File: src/rtl/prog_mem_arbiter_if.sv
// Signal bundle between the fetch port, the loader port, the arbiter and the program memory.
// The arbiter uses the slave view; the environment (core, loader, memory model) uses the master view.
interface prog_mem_arbiter_if;
    logic        if_req;
    logic [31:0] if_addr;
    logic        if_gnt;
    logic        if_rvalid;
    logic [31:0] if_rdata;
    logic        if_fault;

    logic        ld_req;
    logic        ld_we;
    logic [31:0] ld_addr;
    logic [31:0] ld_wdata;
    logic        ld_gnt;
    logic        ld_done;
    logic [31:0] ld_rdata;
    logic        ld_fault;

    logic        mem_cs;
    logic        mem_we;
    logic [31:0] mem_addr;
    logic [31:0] mem_wdata;
    logic [31:0] mem_rdata;

    modport slave (
        input  if_req, if_addr, ld_req, ld_we, ld_addr, ld_wdata, mem_rdata,
        output if_gnt, if_rvalid, if_rdata, if_fault,
        output ld_gnt, ld_done, ld_rdata, ld_fault,
        output mem_cs, mem_we, mem_addr, mem_wdata
    );

    modport master (
        output if_req, if_addr, ld_req, ld_we, ld_addr, ld_wdata, mem_rdata,
        input  if_gnt, if_rvalid, if_rdata, if_fault,
        input  ld_gnt, ld_done, ld_rdata, ld_fault,
        input  mem_cs, mem_we, mem_addr, mem_wdata
    );
endinterface

File: src/rtl/prog_mem_arbiter.sv
// Program-memory arbiter: round-robin between fetch (IF) and loader (LD), window check, timed access.
// Saturating access/fault counters are built only when PROG_ARB_STATS_EN is defined.
module prog_mem_arbiter #(
    parameter logic [31:0] BASE_ADDR   = 32'h240,
    parameter logic [31:0] LAST_ADDR   = 32'h123F,
    parameter int unsigned MEM_LATENCY = 1
) (
    input  logic               clk,
    input  logic               rst_n,
    prog_mem_arbiter_if.slave  bus,
    output logic [15:0]        stat_access,
    output logic [15:0]        stat_fault
);
    typedef enum logic [1:0] {IDLE, ACCESS, RESP, FAULT} state_t;

    state_t      state;
    logic        last_ld;
    logic        cap_ld;
    logic [3:0]  cnt;

    logic        any_req;
    logic        pick_ld;
    logic        sel_we;
    logic        in_window;
    logic [31:0] sel_addr;
    logic [31:0] sel_wdata;

    // On a tie the loader wins only if fetch was served last.
    assign any_req   = bus.if_req | bus.ld_req;
    assign pick_ld   = bus.ld_req & (~bus.if_req | ~last_ld);
    assign sel_addr  = pick_ld ? bus.ld_addr : bus.if_addr;
    assign sel_we    = pick_ld & bus.ld_we;
    assign sel_wdata = pick_ld ? bus.ld_wdata : 32'h0;
    assign in_window = (sel_addr >= BASE_ADDR) && (sel_addr <= LAST_ADDR);

    always_ff @(posedge clk or negedge rst_n) begin
        if (!rst_n) begin
            state         <= IDLE;
            last_ld       <= 1'b1;
            cap_ld        <= 1'b0;
            cnt           <= 4'd0;
            bus.if_gnt    <= 1'b0;
            bus.if_rvalid <= 1'b0;
            bus.if_rdata  <= 32'h0;
            bus.if_fault  <= 1'b0;
            bus.ld_gnt    <= 1'b0;
            bus.ld_done   <= 1'b0;
            bus.ld_rdata  <= 32'h0;
            bus.ld_fault  <= 1'b0;
            bus.mem_cs    <= 1'b0;
            bus.mem_we    <= 1'b0;
            bus.mem_addr  <= 32'h0;
            bus.mem_wdata <= 32'h0;
        end else begin
            // NOTE: non-blocking assignments here, so every read below sees the pre-edge value.
            bus.if_gnt    <= 1'b0;
            bus.if_rvalid <= 1'b0;
            bus.if_rdata  <= 32'h0;
            bus.if_fault  <= 1'b0;
            bus.ld_gnt    <= 1'b0;
            bus.ld_done   <= 1'b0;
            bus.ld_rdata  <= 32'h0;
            bus.ld_fault  <= 1'b0;

            case (state)
                IDLE: begin
                    if (any_req) begin
                        last_ld    <= pick_ld;
                        cap_ld     <= pick_ld;
                        bus.if_gnt <= ~pick_ld;
                        bus.ld_gnt <= pick_ld;
                        if (in_window) begin
                            state         <= ACCESS;
                            bus.mem_cs    <= 1'b1;
                            bus.mem_we    <= sel_we;
                            bus.mem_addr  <= sel_addr - BASE_ADDR;
                            bus.mem_wdata <= sel_wdata;
                            cnt           <= 4'(MEM_LATENCY - 1);
                        end else begin
                            state         <= FAULT;
                            bus.if_rvalid <= ~pick_ld;
                            bus.if_fault  <= ~pick_ld;
                            bus.ld_done   <= pick_ld;
                            bus.ld_fault  <= pick_ld;
                        end
                    end
                end
                ACCESS: begin
                    if (cnt == 4'd0) begin
                        state         <= RESP;
                        bus.mem_cs    <= 1'b0;
                        bus.mem_we    <= 1'b0;
                        bus.mem_addr  <= 32'h0;
                        bus.mem_wdata <= 32'h0;
                        if (cap_ld) begin
                            bus.ld_done  <= 1'b1;
                            bus.ld_rdata <= bus.mem_we ? 32'h0 : bus.mem_rdata;
                        end else begin
                            bus.if_rvalid <= 1'b1;
                            bus.if_rdata  <= bus.mem_rdata;
                        end
                    end else begin
                        cnt <= cnt - 4'd1;
                    end
                end
                RESP:    state <= IDLE;
                FAULT:   state <= IDLE;
                default: state <= IDLE;
            endcase
        end
    end

`ifdef PROG_ARB_STATS_EN
    always_ff @(posedge clk or negedge rst_n) begin
        if (!rst_n) begin
            stat_access <= 16'h0;
            stat_fault  <= 16'h0;
        end else begin
            if (state == RESP && stat_access != 16'hFFFF)
                stat_access <= stat_access + 16'd1;
            if (state == FAULT && stat_fault != 16'hFFFF)
                stat_fault <= stat_fault + 16'd1;
        end
    end
`else
    assign stat_access = 16'h0;
    assign stat_fault  = 16'h0;
`endif
endmodule

File: src/flat_wrapper.sv
// flat-port wrapper written by rule: the top's interface ports become plain ports
module prog_mem_arbiter_flat 
#(
    parameter logic [31:0] BASE_ADDR   = 32'h240,
    parameter logic [31:0] LAST_ADDR   = 32'h123F,
    parameter int unsigned MEM_LATENCY = 1
)
  (clk, rst_n, stat_access, stat_fault, bus_if_req, bus_if_addr, bus_ld_req, bus_ld_we, bus_ld_addr, bus_ld_wdata, bus_mem_rdata, bus_if_gnt, bus_if_rvalid, bus_if_rdata, bus_if_fault, bus_ld_gnt, bus_ld_done, bus_ld_rdata, bus_ld_fault, bus_mem_cs, bus_mem_we, bus_mem_addr, bus_mem_wdata);
  prog_mem_arbiter_if bus_i ();
  input  logic clk;
  input  logic rst_n;
  output logic [15:0] stat_access;
  output logic [15:0] stat_fault;
  input wire logic [$bits(bus_i.if_req)-1:0] bus_if_req;
  input wire logic [$bits(bus_i.if_addr)-1:0] bus_if_addr;
  input wire logic [$bits(bus_i.ld_req)-1:0] bus_ld_req;
  input wire logic [$bits(bus_i.ld_we)-1:0] bus_ld_we;
  input wire logic [$bits(bus_i.ld_addr)-1:0] bus_ld_addr;
  input wire logic [$bits(bus_i.ld_wdata)-1:0] bus_ld_wdata;
  input wire logic [$bits(bus_i.mem_rdata)-1:0] bus_mem_rdata;
  output wire logic [$bits(bus_i.if_gnt)-1:0] bus_if_gnt;
  output wire logic [$bits(bus_i.if_rvalid)-1:0] bus_if_rvalid;
  output wire logic [$bits(bus_i.if_rdata)-1:0] bus_if_rdata;
  output wire logic [$bits(bus_i.if_fault)-1:0] bus_if_fault;
  output wire logic [$bits(bus_i.ld_gnt)-1:0] bus_ld_gnt;
  output wire logic [$bits(bus_i.ld_done)-1:0] bus_ld_done;
  output wire logic [$bits(bus_i.ld_rdata)-1:0] bus_ld_rdata;
  output wire logic [$bits(bus_i.ld_fault)-1:0] bus_ld_fault;
  output wire logic [$bits(bus_i.mem_cs)-1:0] bus_mem_cs;
  output wire logic [$bits(bus_i.mem_we)-1:0] bus_mem_we;
  output wire logic [$bits(bus_i.mem_addr)-1:0] bus_mem_addr;
  output wire logic [$bits(bus_i.mem_wdata)-1:0] bus_mem_wdata;
  assign bus_i.if_req = bus_if_req;
  assign bus_i.if_addr = bus_if_addr;
  assign bus_i.ld_req = bus_ld_req;
  assign bus_i.ld_we = bus_ld_we;
  assign bus_i.ld_addr = bus_ld_addr;
  assign bus_i.ld_wdata = bus_ld_wdata;
  assign bus_i.mem_rdata = bus_mem_rdata;
  assign bus_if_gnt = bus_i.if_gnt;
  assign bus_if_rvalid = bus_i.if_rvalid;
  assign bus_if_rdata = bus_i.if_rdata;
  assign bus_if_fault = bus_i.if_fault;
  assign bus_ld_gnt = bus_i.ld_gnt;
  assign bus_ld_done = bus_i.ld_done;
  assign bus_ld_rdata = bus_i.ld_rdata;
  assign bus_ld_fault = bus_i.ld_fault;
  assign bus_mem_cs = bus_i.mem_cs;
  assign bus_mem_we = bus_i.mem_we;
  assign bus_mem_addr = bus_i.mem_addr;
  assign bus_mem_wdata = bus_i.mem_wdata;
  prog_mem_arbiter #(.BASE_ADDR(BASE_ADDR), .LAST_ADDR(LAST_ADDR), .MEM_LATENCY(MEM_LATENCY)) u_core (.clk(clk), .rst_n(rst_n), .bus(bus_i), .stat_access(stat_access), .stat_fault(stat_fault));
endmodule
File: config.mk
export PLATFORM = sky130hd
export DESIGN_NAME = prog_mem_arbiter_flat
export DESIGN_NICKNAME = d
export VERILOG_FILES = /design/src/rtl/prog_mem_arbiter_if.sv /design/src/rtl/prog_mem_arbiter.sv /design/src/flat_wrapper.sv
export SDC_FILE = /design/constraint.sdc
export NUM_CORES = 1
export LEC_CHECK = 0
export CAP_MARGIN = 15
export CORE_ASPECT_RATIO = 0.75
export CORE_MARGIN = 2
export CORE_UTILIZATION = 30
export DETAILED_ROUTE_END_ITERATION = 12
export GPL_ROUTABILITY_DRIVEN = 1
export HOLD_SLACK_MARGIN = 0.15
export PLACE_DENSITY_LB_ADDON = 0.2
export SLEW_MARGIN = 30
export SYNTH_ARGS = -nofsm -noshare
export SYNTH_HDL_FRONTEND = slang
export SYNTH_SLANG_ARGS = --single-unit
File: constraint.sdc
create_clock -name clk -period 5.73 [get_ports clk]
set_clock_uncertainty 0.2 [all_clocks]
set_input_delay 1.719 -clock clk [delete_from_list [all_inputs] [get_ports clk]]
set_output_delay 1.719 -clock clk [all_outputs]
set_load 0.005 [all_outputs]
Word level (Yosys, flattened, before mapping)
Index checks and enable logic that the tools add are counted.

word-level totals
  register bits = 144
  input bits = 133
  logic and storage cells = 90

operators by class
  equality and inequality tests = 7
  $add $sub $neg = 2
  reduce and logical (&&, ||, !) cells = 9
  mux-type cells = 47
  bitwise operators = 7
  order comparisons = 2

operators by type and width
  cell                                                                                   number
  32-bit 2-to-1 mux                                                                      14
  32-bit one-hot mux with 2 select lines                                                 2
  32-bit by 10-bit greater-or-equal comparator with 1-bit output, second input constant  1
  32-bit by 13-bit less-or-equal comparator with 1-bit output, second input constant     1
  32-bit by 10-bit subtractor with 32-bit output, second input constant                  1
  1-bit 2-to-1 mux                                                                       19
  4-bit 2-to-1 mux                                                                       3
  1-bit one-hot mux with 2 select lines                                                  4
  4-bit one-hot mux with 2 select lines                                                  1
  4-bit AND reduction                                                                    2
  2-bit 2-to-1 mux                                                                       3
  2-bit by 1-bit inequality test with 1-bit output, second input constant                3
  2-bit one-hot mux with 3 select lines                                                  1
  2-bit equality test, second input constant                                             2
  4-bit logical NOT                                                                      1
  2-bit AND reduction                                                                    2
  4-bit by 1-bit subtractor with 4-bit output, second input constant                     1
  1-bit NOT                                                                              3
  1-bit AND                                                                              2
  2-bit by 1-bit equality test with 1-bit output, second input constant                  1
  2-bit logical NOT                                                                      1
  2-bit inequality test, second input constant                                           1
  1-bit bitwise OR                                                                       2
  2-bit nonzero test                                                                     1
  2 further kinds                                                                        2

Depth between registers and ports, before layout
  depth in word-level cells = 9
  mapped depth = 15

Worst setup path before layout
No wires, ideal clock.

  kind = input to register
  start point = input bus_ld_req
  end point = register u_core.bus.mem_wdata[10]
  arrival = 4.722 ns
  data required time = 5.409 ns
  setup slack = 0.687 ns
  library setup time = 0.121 ns
  stages on the path = 15
  cell sequence = buf_6 > a21boi_4 > buf_6 > clkbuf_1 > buf_2 > nand2_1 > nand2_1 > ha_1 > nor4b_1 > nand4_1 > a32oi_1 > o221ai_4 > o31a_4 > buf_6 > a22o_1

on the way
  longest elaborated chain between the ends = 6
  elaborated cells between the ends (all ways) = 13
  those cells by class = 2 x order compare; 2 x eq/ne; 5 x mux; 2 x bitwise; 2 x reduce/logical

RTL lines
  what                                                                                                                                           RTL line                   RTL
  start: declaration                                                                                                                             flat_wrapper.sv:16         input wire logic [$bits(bus_i.ld_req)-1:0] bus_ld_req;
  1-bit AND                                                                                                                                      prog_mem_arbiter.sv:30     assign pick_ld = bus.ld_req & (~bus.if_req | ~last_ld);
  32-bit 2-to-1 mux                                                                                                                              prog_mem_arbiter.sv:31     assign sel_addr = pick_ld ? bus.ld_addr : bus.if_addr;
  32-bit by 10-bit greater-or-equal comparator with 1-bit output or 32-bit by 13-bit less-or-equal comparator with 1-bit output (tied branches)  prog_mem_arbiter.sv:34     assign in_window = (sel_addr >= BASE_ADDR) && (sel_addr <= LAST_ADDR);
  1-bit logical AND                                                                                                                              prog_mem_arbiter.sv:34
  2-bit by 1-bit inequality test with 1-bit output (no source line)                                                                              n/a
  4-bit AND reduction (no source line)                                                                                                           n/a
  end signal: assignment                                                                                                                         prog_mem_arbiter.sv:77     bus.mem_wdata <= sel_wdata;
  end: declaration                                                                                                                               prog_mem_arbiter_if.sv:30  output mem_cs, mem_we, mem_addr, mem_wdata

Parallel ways exist; a longest one is shown, timed or not. The select of a mux whose other input is x is not followed.
A chain may end at the register's enable or synchronous reset.

Final worst setup path
  start point = input bus_ld_req
  end point = register u_core.bus.mem_addr[29]

on the way
  longest elaborated chain between the ends = 6
  elaborated cells between the ends (all ways) = 13
  those cells by class = 1 x add/sub; 2 x order compare; 2 x eq/ne; 4 x mux; 2 x bitwise; 2 x reduce/logical

RTL lines
  what                                                                                   RTL line                                        RTL
  1-bit AND                                                                              prog_mem_arbiter.sv:30
  32-bit 2-to-1 mux                                                                      prog_mem_arbiter.sv:31
  32-bit by 10-bit subtractor with 32-bit output, or another cell as far along           prog_mem_arbiter.sv:76                          bus.mem_addr <= sel_addr - BASE_ADDR;
  32-bit 2-to-1 mux or 1-bit logical AND (tied branches)                                 prog_mem_arbiter.sv:72, prog_mem_arbiter.sv:34
  32-bit 2-to-1 mux or 2-bit by 1-bit inequality test with 1-bit output (tied branches)  n/a
  32-bit one-hot mux with 2 select lines or 4-bit AND reduction (tied branches)          n/a
  end signal: assignment                                                                 prog_mem_arbiter.sv:76
  end: declaration                                                                       prog_mem_arbiter_if.sv:30

Parallel ways exist; a longest one is shown, timed or not. The select of a mux whose other input is x is not followed.

==> metrics.md <==
| Metric | Value |
|---|---|
| Reg2reg path depth | `10` |
| Initial antenna violation count | `0` |
| Initial Utilization | `a little under a third` |
| Slew @ Worst Pin | `0.775 ns` |
| Main synth FF type | `dfrtp_1` |
| Startpoint class of the critical path | `primary input` |
| Routed Antenna Nets | `0` |
| Worst-skew pair later-pin latency | `roughly 0.42 ns` |
| Core area | `~21,000 µm²` |
| Largest net degree at the start of global routing | `between 90 and 100` |
| Initial DRC Count | `300` |
| Max Transition Viols Final | `0` |
| Post-Syn Area | `between 6000 and 7000 µm²` |
| Resize count post-CTS | `0` |
| Max cap viols | `0` |
| Via density | `roughly 4.5` |
| First-pass GRT wire length | `around 30,000 µm` |
| PwrDens | `309 nW/µm²` |
| Port bufs | `268` |
| Asr flop ratio synth | `100%` |
| Setup CP Type | `primary input to flop` |
| Die Wd | `around 170 µm` |
| GRT overflow | `0` |
| GRT Resource Usage Total | `~17%` |
| GRT met3 Usage | `around 7.3%` |
| Vias | `about 5,000` |
| Total iterations of the first detailed-routing run | `4` |
| Place WS | `approximately 0.30 ns` |
| Syn. warnings | `0` |
| Die area | `about 23,000 µm²` |
| Most common cell after layout, fill and taps aside | `clkdlybuf4s50_1` |
| Layout cells sized above 1 | `8.66%` |
| Hold crit path type | `flop to flop` |
| Clock Sink Count | `144` |
| WL final | `about 18,000 µm` |
| Period utilization | `88.6%` |
| Most frequent cells in the layout | `clkdlybuf4s50_1, dfrtp_1, and2_1` |
| Pleak | `around 4.4 nW` |
| CP arrival | `5.18 ns` |
| GPL Wtd Cong | `~0.91` |
| Unrepaired setup endpoints after global routing | `no` |
| Final setup fails | `0` |
| Routing usage on met2 | `between 20 and 25%` |
| H-tree levels | `4` |
| Routed WL per cell | `16.3 µm` |
| Setup repair bufs after CTS | `0` |
| # rows | `46` |
| Synth Instances | `557` |
| CP endpoint kind | `flop` |
| Met1 GRT Util | `a little under a quarter` |
| # nets final | `966` |
| Clock buffer depth | `2` |
| IO Pins | `between 300 and 400` |
| Number of synthesized flops with an enable pin | `0` |
| Status | `completed` |
| Fin worst setup slack | `approximately 0.66 ns` |
| Most Crowded Layer GR | `met1` |
| DRC | `0` |
| F_max | `approximately 0.20 GHz` |
| Hold path depth | `1` |
| Clock buffer count from CTS | `17` |
| Cell variety after synth | `60` |
| TNS Setup | `0 ns` |
| Final hold viol count | `0` |
| Period minus WS final | `5.07 ns` |
| Max FO, Critical Path | `11` |
| Number of global-route vias before repair | `5,149` |
| Post-synthesis sequential area ratio | `between 50% and 60%` |
| Final HPWL DP | `approximately 14,000 µm` |
| Final Power | `3.05 mW` |
| Synthesis-to-finish area growth | `52.7%` |
| CTS clk-pin slew, worst paths | `~0.06 ns` |
| Cts hold-fix bufs | `0` |
| Die Y | `approximately 130 µm` |
| Root Buffer | `clkbuf_16` |
| Yosys reg bits | `approximately 140` |
| Filler cells | `between 2,000 and 2,500` |
| TritonCTS clock tree | `yes` |
| N_diodes | `0` |
| Maximum vdd drop | `152 µV` |
| Crit path required time | `5.84 ns` |
| Rel. slew slack | `about half` |
| Mean post-synth cell area | `about 12 µm²` |
[report_power, final]
group	total, mW	internal, mW	switching [mW]
Combinational	0.763	0.412	0.351
Sequential	1.24	1.15	0.0868
Clock	1.05	0.580	0.474
Total	3.05	2.14	0.912
[through the flow]
| stage | instances | util (%) | cell area (µm²) | hold WS (ns) |
|---|---|---|---|---|
| after global placement | 1099 | 44.0 | 9330 | 0.272 |
| after CTS | 1131 | 46.7 | 9890 | 0.298 |
| after floorplan | 588 | - | 6600 | 0.251 |
| after detailed placement | 1099 | 44.0 | 9330 | 0.272 |
| after global routing | 1131 | 46.7 | 9890 | 0.313 |
| final | 1131 | 46.7 | 9890 | 0.289 |
[state kept, by name, indices dropped and copies added (netlist names), 2 cells and up]
name	flops
u_core.bus.ld_rdata	32
u_core.state	2
u_core.cnt	4
u_core.bus.mem_wdata	32
u_core.bus.mem_addr	32
u_core.bus.if_rdata	32
[final cells by class]
| class | instances | area (µm²) | share of cell area (%) |
|---|---|---|---|
| multi-input cells | 370 | 2520 | 25.5 |
| repair buffers | 279 | 2780 | 28.1 |
| clock buffers | 18 | 439 | 4.44 |
| clock inverters | 14 | 121 | 1.23 |
| inverters | 18 | 67.6 | 0.683 |
| flip-flops and latches | 144 | 3600 | 36.4 |
| well taps | 288 | 360 | 3.64 |
[path summary, 6_finish.rpt]
check / start / endpoint / slack, ns
worst max-delay path: bus_ld_req / u_core.bus.mem_addr[29]$_DFFE_PN0P_ / 0.66
worst min-delay path: u_core.cnt[0]$_DFFE_PN0P_ / u_core.cnt[0]$_DFFE_PN0P_ / 0.29
worst max register to register: u_core.last_ld$_DFFE_PN1P_ / u_core.bus.mem_addr[29]$_DFFE_PN0P_ / 1.96
worst min register to register: u_core.cnt[0]$_DFFE_PN0P_ / u_core.cnt[0]$_DFFE_PN0P_ / 0.29
max in group asynchronous: rst_n / u_core.bus.ld_rdata[5]$_DFF_PN0_ / 3.26
min in group asynchronous: rst_n / u_core.bus.mem_addr[15]$_DFFE_PN0P_ / 1.17
[worst max-delay path, stage by stage]
cell and delay [ns]:
clkdlybuf4s50_1 0.52, buf_4 0.17, a21boi_4 0.39, nand2_1 0.09, nand2_1 0.09, ha_1 0.16
nor4b_1 0.29, nand4_1 0.15, a32oi_1 0.50, o221ai_4 0.28, o31ai_1 0.29, buf_4 0.20
mux2_2 0.33
[cells by family (layout without fill, tap and decap cells)]
family                   Yosys count  in the layout  synth area share (%)
flip-flops                       144            144                  55.6
multiplexers                      45             45                  7.05
buffers and inverters             74            329                  7.38
adder cells (fa/ha/maj)            3              3                 0.579
AO/OA/AOI/OAI                     89             89                  11.0
XOR/XNOR                          13             13                  1.76
AND/OR/NAND/NOR                  188            188                  16.5
other                              1             32                0.0579
[Yosys cell counts (2+ instances only)]
library cell / n / area, µm²
a22o_2: 3 / 30.0
a32oi_1: 2 / 17.5
buf_4: 34 / 255
dfrtp_1: 143 / 3580
or3_1: 2 / 12.5
buf_6: 8 / 90.1
mux2_2: 5 / 56.3
o221ai_1: 2 / 17.5
buf_2: 2 / 10.0
or3_4: 2 / 22.5
xnor2_1: 7 / 61.3
inv_1: 18 / 67.6
nand2b_1: 2 / 12.5
nand3_1: 6 / 30.0
nor3_1: 22 / 110
o21ai_0: 21 / 105
o22ai_1: 2 / 12.5
o22a_1: 2 / 17.5
o31ai_1: 3 / 22.5
a22oi_1: 2 / 15.0
a22o_1: 30 / 263
nor4b_1: 2 / 17.5
ha_1: 3 / 37.5
nand4_1: 5 / 31.3
xor2_1: 6 / 52.6
nor3_4: 2 / 32.5
mux2i_1: 40 / 400
nor4_1: 8 / 50.1
clkbuf_1: 11 / 41.3
and2_1: 71 / 444
nor2_1: 27 / 101
nand2_1: 28 / 105
a21o_1: 2 / 15.0
a21oi_1: 8 / 40.0
[metal layers]
metal  part of all wire, %  vias up
li1                      -     2434
met1                    47     2402
met2                    42      190
met3                   9.4       17
met4                   1.4        0
met5                     0        -
(Power assumes the default switching activity.)
